## config.mk

```make
export PLATFORM = sky130hd
export DESIGN_NAME = security_xf_arbiter
export DESIGN_NICKNAME = d
export VERILOG_FILES = /design/src/rtl/security_xf_arbiter.sv
export SDC_FILE = /design/constraint.sdc
export NUM_CORES = 1
export LEC_CHECK = 0
export CAP_MARGIN = 20
export CELL_PAD_IN_SITES_DETAIL_PLACEMENT = 0
export CELL_PAD_IN_SITES_GLOBAL_PLACEMENT = 1
export CORE_ASPECT_RATIO = 1.5
export CORE_UTILIZATION = 33
export CTS_CLUSTER_DIAMETER = 50
export DETAILED_ROUTE_END_ITERATION = 16
export HOLD_SLACK_MARGIN = 0.15
export PLACE_DENSITY = 0.9
export SYNTH_ARGS = -nofsm -noshare
export SYNTH_HDL_FRONTEND = slang
export SYNTH_SLANG_ARGS = --single-unit
```

## constraint.sdc

```tcl
create_clock -name clk -period 8.3 [get_ports clk]
set_clock_uncertainty 0.15 [all_clocks]
set_input_delay 1.66 -clock clk [delete_from_list [all_inputs] [get_ports clk]]
set_output_delay 1.66 -clock clk [all_outputs]
set_load 0.005 [all_outputs]
```

## src/rtl/security_xf_arbiter.sv

```systemverilog
// security_xf_arbiter
//   Shares one combinational security transform between two requesters.
//   The memory path uses the encrypt direction (key_access_mem) and the
//   register path uses the decrypt direction (key_access_reg). The block
//   checks the requester's key, presents the operand and key to the
//   transform for XF_LAT cycles, and then captures the result. The result
//   goes back over a valid/ready response channel for that requester. A
//   requester that fails the key check MAX_FAIL times in a row is locked
//   out for LOCK_CYCLES cycles.
//
// Ports
//   clk, rst               clock, asynchronous active-high reset
//   mem_req_*_i / _o       memory-path request (valid, ready, data, key)
//   mem_rsp_*_i / _o       memory-path response (valid, ready, data, err)
//   mem_locked_o           memory path currently locked out
//   reg_req_* / reg_rsp_*  same set of ports for the register path
//   reg_locked_o           register path currently locked out
//   xf_data_in_o           operand driven to the transform
//   xf_key_mem_o           transform key_access_mem
//   xf_key_reg_o           transform key_access_reg
//   xf_data_out_i          transform result
module security_xf_arbiter #(
  parameter logic [15:0] KEY         = 16'h0032,
  parameter int          XF_LAT      = 2,
  parameter int          MAX_FAIL    = 3,
  parameter int          LOCK_CYCLES = 16
) (
  input  logic        clk,
  input  logic        rst,
  input  logic        mem_req_valid_i,
  output logic        mem_req_ready_o,
  input  logic [31:0] mem_req_data_i,
  input  logic [15:0] mem_req_key_i,
  output logic        mem_rsp_valid_o,
  input  logic        mem_rsp_ready_i,
  output logic [31:0] mem_rsp_data_o,
  output logic        mem_rsp_err_o,
  output logic        mem_locked_o,
  input  logic        reg_req_valid_i,
  output logic        reg_req_ready_o,
  input  logic [31:0] reg_req_data_i,
  input  logic [15:0] reg_req_key_i,
  output logic        reg_rsp_valid_o,
  input  logic        reg_rsp_ready_i,
  output logic [31:0] reg_rsp_data_o,
  output logic        reg_rsp_err_o,
  output logic        reg_locked_o,
  output logic [31:0] xf_data_in_o,
  output logic [15:0] xf_key_mem_o,
  output logic [15:0] xf_key_reg_o,
  input  logic [31:0] xf_data_out_i
);

  localparam int LW = $clog2(XF_LAT + 1);
  localparam int FW = $clog2(MAX_FAIL + 1);
  localparam int KW = $clog2(LOCK_CYCLES + 1);

  // Side index 0 is the memory path, index 1 is the register path.
  localparam logic SIDE_MEM = 1'b0;
  localparam logic SIDE_REG = 1'b1;

  typedef enum logic [1:0] {IDLE, BUSY, RESP} state_t;

  state_t                 state_q;
  logic [LW-1:0]          lat_q;
  logic                   grant_q;
  logic                   last_grant_q;
  logic [31:0]            xf_data_q;
  logic [15:0]            xf_key_mem_q;
  logic [15:0]            xf_key_reg_q;
  logic [1:0]             rsp_valid_q;
  logic [1:0][31:0]       rsp_data_q;
  logic [1:0]             rsp_err_q;
  logic [1:0][FW-1:0]     fail_q, fail_d;
  logic [1:0][KW-1:0]     lock_q, lock_d;

  logic [1:0]             req_valid, rsp_ready, locked, eligible, ready;
  logic [1:0]             bad_key, done;
  logic [1:0][31:0]       req_data;
  logic [1:0][15:0]       req_key;
  logic                   idle, acc_any, acc_side, acc_key_ok;

  assign req_valid = {reg_req_valid_i, mem_req_valid_i};
  assign rsp_ready = {reg_rsp_ready_i, mem_rsp_ready_i};
  assign req_data  = {reg_req_data_i, mem_req_data_i};
  assign req_key   = {reg_req_key_i, mem_req_key_i};
  assign locked    = {lock_q[1] != '0, lock_q[0] != '0};
  assign eligible  = req_valid & ~locked;

  // Ready is combinational, so it is also gated by rst. Otherwise a held
  // req_valid would show ready while reset is asserted.
  assign idle     = (state_q == IDLE) && !rst;
  assign ready[0] = idle && eligible[0] && (!eligible[1] || last_grant_q == SIDE_REG);
  assign ready[1] = idle && eligible[1] && (!eligible[0] || last_grant_q == SIDE_MEM);

  assign acc_any    = |ready;
  assign acc_side   = ready[1];
  assign acc_key_ok = (req_key[acc_side] == KEY);

  assign bad_key[0] = ready[0] && (req_key[0] != KEY);
  assign bad_key[1] = ready[1] && (req_key[1] != KEY);
  assign done[0]    = (state_q == BUSY) && (lat_q == LW'(1)) && (grant_q == SIDE_MEM);
  assign done[1]    = (state_q == BUSY) && (lat_q == LW'(1)) && (grant_q == SIDE_REG);

  // Per-side failure and lockout bookkeeping. The lock counter runs in
  // every state. Reaching MAX_FAIL reloads the lock counter, and that
  // reload takes priority over the countdown.
  always_comb begin
    fail_d = fail_q;
    lock_d = lock_q;
    for (int s = 0; s < 2; s++) begin
      if (lock_q[s] != '0) begin
        lock_d[s] = lock_q[s] - KW'(1);
      end
      if (bad_key[s]) begin
        if (fail_q[s] == FW'(MAX_FAIL - 1)) begin
          fail_d[s] = '0;
          lock_d[s] = KW'(LOCK_CYCLES);
        end else begin
          fail_d[s] = fail_q[s] + FW'(1);
        end
      end else if (done[s]) begin
        fail_d[s] = '0;
      end
    end
  end

  always_ff @(posedge clk or posedge rst) begin
    if (rst) begin
      fail_q <= '0;
      lock_q <= '0;
    end else begin
      fail_q <= fail_d;
      lock_q <= lock_d;
    end
  end

  // Transaction FSM. The transform inputs are loaded only for a good key
  // and are cleared on the capture edge. As a result, outside BUSY the
  // transform sees zero operands and neither key.
  always_ff @(posedge clk or posedge rst) begin
    if (rst) begin
      state_q      <= IDLE;
      lat_q        <= '0;
      grant_q      <= SIDE_MEM;
      last_grant_q <= SIDE_REG;
      xf_data_q    <= '0;
      xf_key_mem_q <= '0;
      xf_key_reg_q <= '0;
      rsp_valid_q  <= '0;
      rsp_data_q   <= '0;
      rsp_err_q    <= '0;
    end else begin
      case (state_q)
        IDLE: begin
          if (acc_any) begin
            grant_q      <= acc_side;
            last_grant_q <= acc_side;
            if (acc_key_ok) begin
              xf_data_q    <= req_data[acc_side];
              xf_key_mem_q <= (acc_side == SIDE_MEM) ? KEY : 16'h0000;
              xf_key_reg_q <= (acc_side == SIDE_REG) ? KEY : 16'h0000;
              lat_q        <= LW'(XF_LAT);
              state_q      <= BUSY;
            end else begin
              rsp_valid_q[acc_side] <= 1'b1;
              rsp_data_q[acc_side]  <= '0;
              rsp_err_q[acc_side]   <= 1'b1;
              state_q               <= RESP;
            end
          end
        end
        BUSY: begin
          if (lat_q == LW'(1)) begin
            rsp_valid_q[grant_q] <= 1'b1;
            rsp_data_q[grant_q]  <= xf_data_out_i;
            rsp_err_q[grant_q]   <= 1'b0;
            xf_data_q            <= '0;
            xf_key_mem_q         <= '0;
            xf_key_reg_q         <= '0;
            state_q              <= RESP;
          end else begin
            lat_q <= lat_q - LW'(1);
          end
        end
        RESP: begin
          if (rsp_ready[grant_q]) begin
            rsp_valid_q[grant_q] <= 1'b0;
            rsp_data_q[grant_q]  <= '0;
            rsp_err_q[grant_q]   <= 1'b0;
            state_q              <= IDLE;
          end
        end
        default: state_q <= IDLE;
      endcase
    end
  end

  assign mem_req_ready_o = ready[0];
  assign reg_req_ready_o = ready[1];
  assign mem_rsp_valid_o = rsp_valid_q[0];
  assign reg_rsp_valid_o = rsp_valid_q[1];
  assign mem_rsp_data_o  = rsp_data_q[0];
  assign reg_rsp_data_o  = rsp_data_q[1];
  assign mem_rsp_err_o   = rsp_err_q[0];
  assign reg_rsp_err_o   = rsp_err_q[1];
  assign mem_locked_o    = locked[0];
  assign reg_locked_o    = locked[1];
  assign xf_data_in_o    = xf_data_q;
  assign xf_key_mem_o    = xf_key_mem_q;
  assign xf_key_reg_o    = xf_key_reg_q;

endmodule

```

==> impl_metrics.py, run 1 <==
metrics = {
    "synthesis": {
        "netlist_instances": 450,
        "synth_area_per_cell_um2": 12.4,
        "synth-edff-count": 0,
        "ys.flop_type": "dfrtp_1",
        "synthDistinctLibCells": 52,
        "seq_area_frac_synth_pct": 54.7,
        "synth_area_mm2": 0.00558,
        "ys_ff_latch": 122,
        "synth_warnings": 0,
        "ys_async_sr_fraction_pct": 100,
    },
    "pwr": {
        "powerDensity_mw_per_mm2": 216,
        "total_power_uw": 1870,
        "leakage_uw": 0.00370,
        "irDropWorstVdd_v": 0.000132,
    },
    "clocking": {
        "cts.clk_slew.worst_paths_ps": 60,
        "postCtsSetupRepairBufs": 0,
        "post_cts_resize_count": 0,
        "clock_latency_ps": 400,
        "cts_buffer_depth": 2,
        "cts_hold_buffers": 0,
        "numCtsBuffers": 17,
        "cts_sinks": 122,
        "cts_tree": "yes",
        "cts.htree.levels": 4,
        "root_buffer": "clkbuf_16",
    },
    "critical_path": {
        "r2r-start": "lock_q[0]$_DFF_PP0_",
        "endpoint_kind": "output port",
        "rr_worst_depth": 12,
        "start_kind": "input port",
        "critical_path_required_ps": 6490,
        "worstSetupPathType": "in -> out",
        "arrival_ps": 3230,
        "r2r_slack_ps": 4800,
        "reg2reg_to": "mem_rsp_data_o[15]$_DFFE_PP0P_",
        "cp_max_fo": 5,
    },
    "timing": {
        "fin_setup_tns_ps": 0,
        "worst_pin_slew_ps": 770,
        "fin_crit_sh_pct": 60.8,
        "finalSetupViolCount": 0,
        "period_needed_ps": 5040,
        "finalHoldViolCount": 0,
        "relSlewSlack_pct": 48.7,
        "maxSlewViolCount": 0,
        "rsz0062_at_grt": "no",
        "fmaxAchievable_mhz": 198,
    },
    "final_layout": {
        "layout.nets": 828,
        "areaGrowthSynthToFinish_pct": 55.4,
        "drive_above_1_share_pct": 7.46,
        "mostFrequentLayoutCells": "243 x clkdlybuf4s50_1, 121 x dfrtp_1, 65 x a22o_1",
        "antenna_cells": 0,
        "layout_commonest_cell": "clkdlybuf4s50_1",
    },
    "global_routing": {
        "grt_use_total_pct": 18.3,
        "overflow": 0,
        "grt_pass1_vias": 4852,
        "grt_pass1_wl_um": 24800,
        "grt_max_degree": 63,
        "antenna_found_initial": 0,
    },
    "route": {
        "via_per_inst": 5.02,
        "routed_wl_um": 15400,
        "drt_pre_antenna_iters": 4,
        "vias": 4536,
        "antenna_violating_nets_post_route": 0,
        "drc_errors": 0,
        "wire_per_inst_um": 17.0,
        "drtIter0Drc": 249,
    },
    "worst_hold_path": {
        "worstHoldPathCells": 1,
        "min_from": "xf_data_in_o[1]$_DFFE_PP0P_",
        "hp-class": "reg -> reg",
        "min_to": "xf_data_in_o[1]$_DFFE_PP0P_",
    },
    "die": {
        "initial_utilization_pct": 34.2,
        "floorplan.die.width_um": 108,
        "core-area_mm2": 0.0163,
        "die_area_mm2": 0.0174,
        "io_pins": 270,
        "chipHeight_um": 161,
        "row_count": 57,
    },
    "place": {
        "place_hpwl_um": 11200,
        "gp_congestion": 0.793,
        "port-buffer-count": 243,
    },
    "job": {
        "drv_cap": 0,
    },
    "outcome": {
        "status": "finished, final reports clean",
    },
}
[cell families after synthesis]
family / after synthesis / synth area share (%)
AO/OA/AOI/OAI: 135 / 20.5
flip-flops: 122 / 54.7
buffers and inverters: 75 / 8.61
AND/OR/NAND/NOR: 68 / 6.95
multiplexers: 36 / 6.50
adder cells (fa/ha/maj): 9 / 2.02
XOR/XNOR: 4 / 0.628
other: 1 / 0.0672
[layer usage]
layer | global-route usage, % | routed length, um | share of wire [%] | vias to the layer above
li1 | - | - | - | 2095
met1 | 20.5 | 6110 | 40 | 2226
met2 | 33.1 | 8090 | 53 | 203
met3 | 4.76 | 1020 | 6.7 | 12
met4 | 5.98 | 163 | 1.1 | 0
met5 | 0 | 0 | 0 | -
[report_power, final]
group,leakage (uW),switching (uW),internal [uW]
registers,0.00166,51.8,645
clock network,0.000299,294,480
logic,0.00175,203,198
total,0.00370,548,1320
[area by class of cell]
cell class	count	area, um^2
Clock inverter	14	186
Tap cell	206	258
Fill cell	1425	7660
Inverter	16	62.6
Clock buffer	17	425
Multi-Input combinational cell	278	2140
Sequential cell	122	3050
Timing Repair Buffer	250	2540
[worst max-delay path by stage]
stage / from / slack, ps / endpoint / cells past startpoint
after detailed placement: rst / 3240 / reg_req_ready_o / 5
after floorplan: rst / 3250 / fail_q[0]$_DFFE_PP0P_ / 1
after global placement: rst / 3250 / reg_req_ready_o / 5
after CTS: rst / 3250 / reg_req_ready_o / 5
final: rst / 3260 / reg_req_ready_o / 5
after global routing: rst / 3200 / reg_req_ready_o / 5
[Yosys cell counts, drive strengths merged (2+ instances only)]
| cell type | n | area share [%] |
|---|---|---|
| a211o | 3 | 0.47 |
| a211oi | 2 | 0.27 |
| a21boi | 3 | 0.47 |
| a21oi | 6 | 0.54 |
| a221o | 3 | 0.54 |
| a22o | 65 | 10 |
| a31oi | 2 | 0.22 |
| and2 | 3 | 0.38 |
| and3 | 3 | 0.34 |
| buf | 51 | 7.0 |
| clkbuf | 8 | 0.56 |
| dfrtp | 121 | 54 |
| ha | 9 | 2.0 |
| inv | 16 | 1.1 |
| mux2 | 2 | 0.40 |
| mux2i | 34 | 6.1 |
| nand2 | 17 | 1.1 |
| nand2b | 2 | 0.22 |
| nand4 | 2 | 0.22 |
| nor2 | 18 | 1.2 |
| nor2b | 2 | 0.22 |
| nor3 | 5 | 0.45 |
| nor3b | 2 | 0.27 |
| nor4 | 4 | 0.45 |
| nor4b | 4 | 1.2 |
| nor4bb | 2 | 0.36 |
| o21ai | 9 | 0.81 |
| o2bb2ai | 33 | 5.2 |
| xnor2 | 4 | 0.63 |
[critical path, cell delays in order]
cell and delay (ps):
clkdlybuf4s50_1 500, and3b_1 300, o211ai_4 120, inv_2 120
clkdlybuf4s50_1 540
[flip-flops by register name (all words and copies together), names as in the netlist]
signal          cells
rsp_valid_q         2
state_q             2
rsp_err_q           2
mem_rsp_data_o     32
fail_q              4
lat_q               2
lock_q             10
xf_key_mem_o        1
xf_key_reg_o        1
last_grant_q        1
xf_data_in_o       32
grant_q             1
reg_rsp_data_o     32
[per-stage QoR]
stage	utilization, %	instances	setup WS, ps	area, um^2	hold slack [ps]
global route	53.1	903	3200	8670	361
floorplan	-	475	3250	5670	310
detailed placement	49.2	871	3240	8030	323
global placement	48.8	869	3250	7980	321
finish	53.1	903	3260	8670	339
CTS	52.9	902	3250	8640	343
Note: power is estimated with default switching activity, not from simulation.
==> inputs of run 2 (changes only) <==
CORE_UTILIZATION = 28   (was 33)
PLACE_DENSITY = 0.82   (was 0.9)
clock period = 4.6 ns   (was 8.3 ns; I/O delays follow)
==> run 2 against run 1 <==
Net effect: flip-flop and latch count stayed put; combinational power is 69% higher; non-clock buffer count stayed put; first-iteration DRC count is 25% lower; final area is 0.23% lower; die area is 18% higher; critical path depth is 1 higher; routed wire length is 1.4% lower; largest power group unchanged; via count is 1.8% lower; sequential share of layout area is 0.081 points higher.
==> impl_metrics.py, run 2 (synthesis gave the netlist of run 1 again) <==
metrics = {
    "clocking": {
        "postCtsSetupRepairBufs": 0,
        "numCtsBuffers": 17,
        "cts.htree.levels": 4,
        "cts.clk_slew.worst_paths_ps": 60,
        "cts_hold_buffers": 0,
        "clock_latency_ps": 410,
        "root_buffer": "clkbuf_16",
        "post_cts_resize_count": 0,
        "cts_tree": "yes",
        "cts_sinks": 122,
        "cts_buffer_depth": 2,
    },
    "global_routing": {
        "grt_pass1_wl_um": 23900,
        "grt_pass1_vias": 4567,
        "grt_use_total_pct": 15.4,
        "overflow": 0,
        "antenna_found_initial": 0,
        "grt_max_degree": 63,
    },
    "critical_path": {
        "slowest_delay_ps": 480,
        "cp_cell_sequence": "inv_1 -> ha_1 -> nor4b_4 -> nand2_1 -> o2111a_1 -> clkdlybuf4s50_1",
        "arrival_ps": 2630,
        "critPathTopFamily": "simple AND/OR/NAND/NOR gates",
        "start_kind": "flip-flop",
        "endpoint_kind": "output port",
        "cp_slowest_cell": "nor4b_4",
        "critical_path_required_ps": 3530,
        "cp_num_buf_inv": 2,
        "cp_max_fo": 7,
        "worstSetupPathType": "reg -> out",
    },
    "timing": {
        "hold_ws_ps": 335,
        "worst_pin_slew_ps": 779,
        "finalSetupViolCount": 0,
        "period_needed_ps": 3700,
        "fmaxAchievable_mhz": 270,
        "rsz0062_at_grt": "no",
        "relSlewSlack_pct": 48.0,
        "fin_crit_sh_pct": 80.5,
        "maxSlewViolCount": 0,
        "finalHoldViolCount": 0,
        "fin_setup_tns_ps": 0,
    },
    "final_layout": {
        "antenna_cells": 0,
        "mostFrequentLayoutCells": "243 x clkdlybuf4s50_1, 121 x dfrtp_1, 65 x a22o_1",
        "layout_commonest_cell": "clkdlybuf4s50_1",
        "drive_above_1_share_pct": 7.45,
        "areaGrowthSynthToFinish_pct": 55.0,
        "layout.nets": 828,
    },
    "route": {
        "drc_errors": 0,
        "routed_wl_um": 15200,
        "antenna_violating_nets_post_route": 0,
        "wire_per_inst_um": 15.9,
        "drtIter0Drc": 186,
        "via_per_inst": 4.67,
        "drt_pre_antenna_iters": 7,
        "vias": 4454,
    },
    "pwr": {
        "p_comb_share_pct": 20.9,
        "p_int_uw": 2290,
        "power_frac_seq_pct": 38.8,
        "leakage_uw": 0.00366,
        "switching_share_pct": 29.2,
        "p_switching_uw": 944,
        "powerDensity_mw_per_mm2": 374,
        "total_power_uw": 3240,
        "clkPwrFrac_pct": 40.3,
        "irDropWorstVdd_v": 0.000178,
    },
    "die": {
        "floorplan.die.width_um": 117,
        "die_area_mm2": 0.0205,
        "initial_utilization_pct": 28.9,
        "core-area_mm2": 0.0193,
        "io_pins": 270,
        "chipHeight_um": 175,
        "row_count": 62,
    },
    "place": {
        "port-buffer-count": 243,
        "place_hpwl_um": 10600,
        "gp_congestion": 0.731,
    },
    "worst_hold_path": {
        "hp-class": "reg -> reg",
    },
    "job": {
        "drv_cap": 0,
    },
    "outcome": {
        "status": "finished, final reports clean",
    },
}
run 2: layer usage:
layer	wire length (um)	GRT usage [%]
met5	0	0
met4	241	6.38
met3	1060	4.27
met2	7750	26.4
met1	6120	17.8
run 2: path summary, 6_finish.rpt:
| path | start | to | slack (ps) | depth (start not counted) |
|---|---|---|---|---|
| worst max-delay path | lock_q[5]$_DFF_PP0_ | mem_req_ready_o | 900 | 6 |
| worst min-delay path | xf_data_in_o[5]$_DFFE_PP0P_ | xf_data_in_o[5]$_DFFE_PP0P_ | 330 | 1 |
| worst max register to register | lock_q[5]$_DFF_PP0_ | mem_rsp_data_o[29]$_DFFE_PP0P_ | 1370 | 9 |
| worst min register to register | xf_data_in_o[5]$_DFFE_PP0P_ | xf_data_in_o[5]$_DFFE_PP0P_ | 330 | 1 |
| max in group asynchronous | rst | xf_data_in_o[31]$_DFFE_PP0P_ | 2510 | 3 |
| min in group asynchronous | rst | lock_q[7]$_DFF_PP0_ | 980 | 2 |
run 2: power groups by stage:
stage	Clock, uW	Sequential, uW	Combinational (uW)
after floorplan	0	1250	473
after global placement	0	1270	675
after detailed placement	0	1270	686
after CTS	1340	1260	689
after global routing	1390	1270	762
final	1300	1260	677
run 2: final cells by class:
class,count,area (um^2)
multi-input combinational,278,2140
tap,256,320
clock inverter,14,148
fill,1790,10700
sequential,122,3050
timing repair buffer,250,2500
clock buffer,18,429
inverter,16,62.6
run 2: stage by stage:
| stage | cell area, um^2 | utilization [%] | setup WS (ps) | instances |
|---|---|---|---|---|
| after detailed placement | 8070 | 41.8 | 936 | 922 |
| after global placement | 8070 | 41.8 | 934 | 922 |
| after floorplan | 5670 | - | 289 | 475 |
| after CTS | 8650 | 44.8 | 828 | 954 |
| after global routing | 8650 | 44.8 | 700 | 954 |
| final | 8650 | 44.8 | 896 | 954 |
run 2: worst reg2reg max path, delay by kind of cell (launching register included):
family	cells	cell delay, ps
AOI/OAI and AO/OA	3	1010
DFF	1	380
and+or+nand+nor	3	930
buffers and inverters	2	490
adders and majority gates	1	210
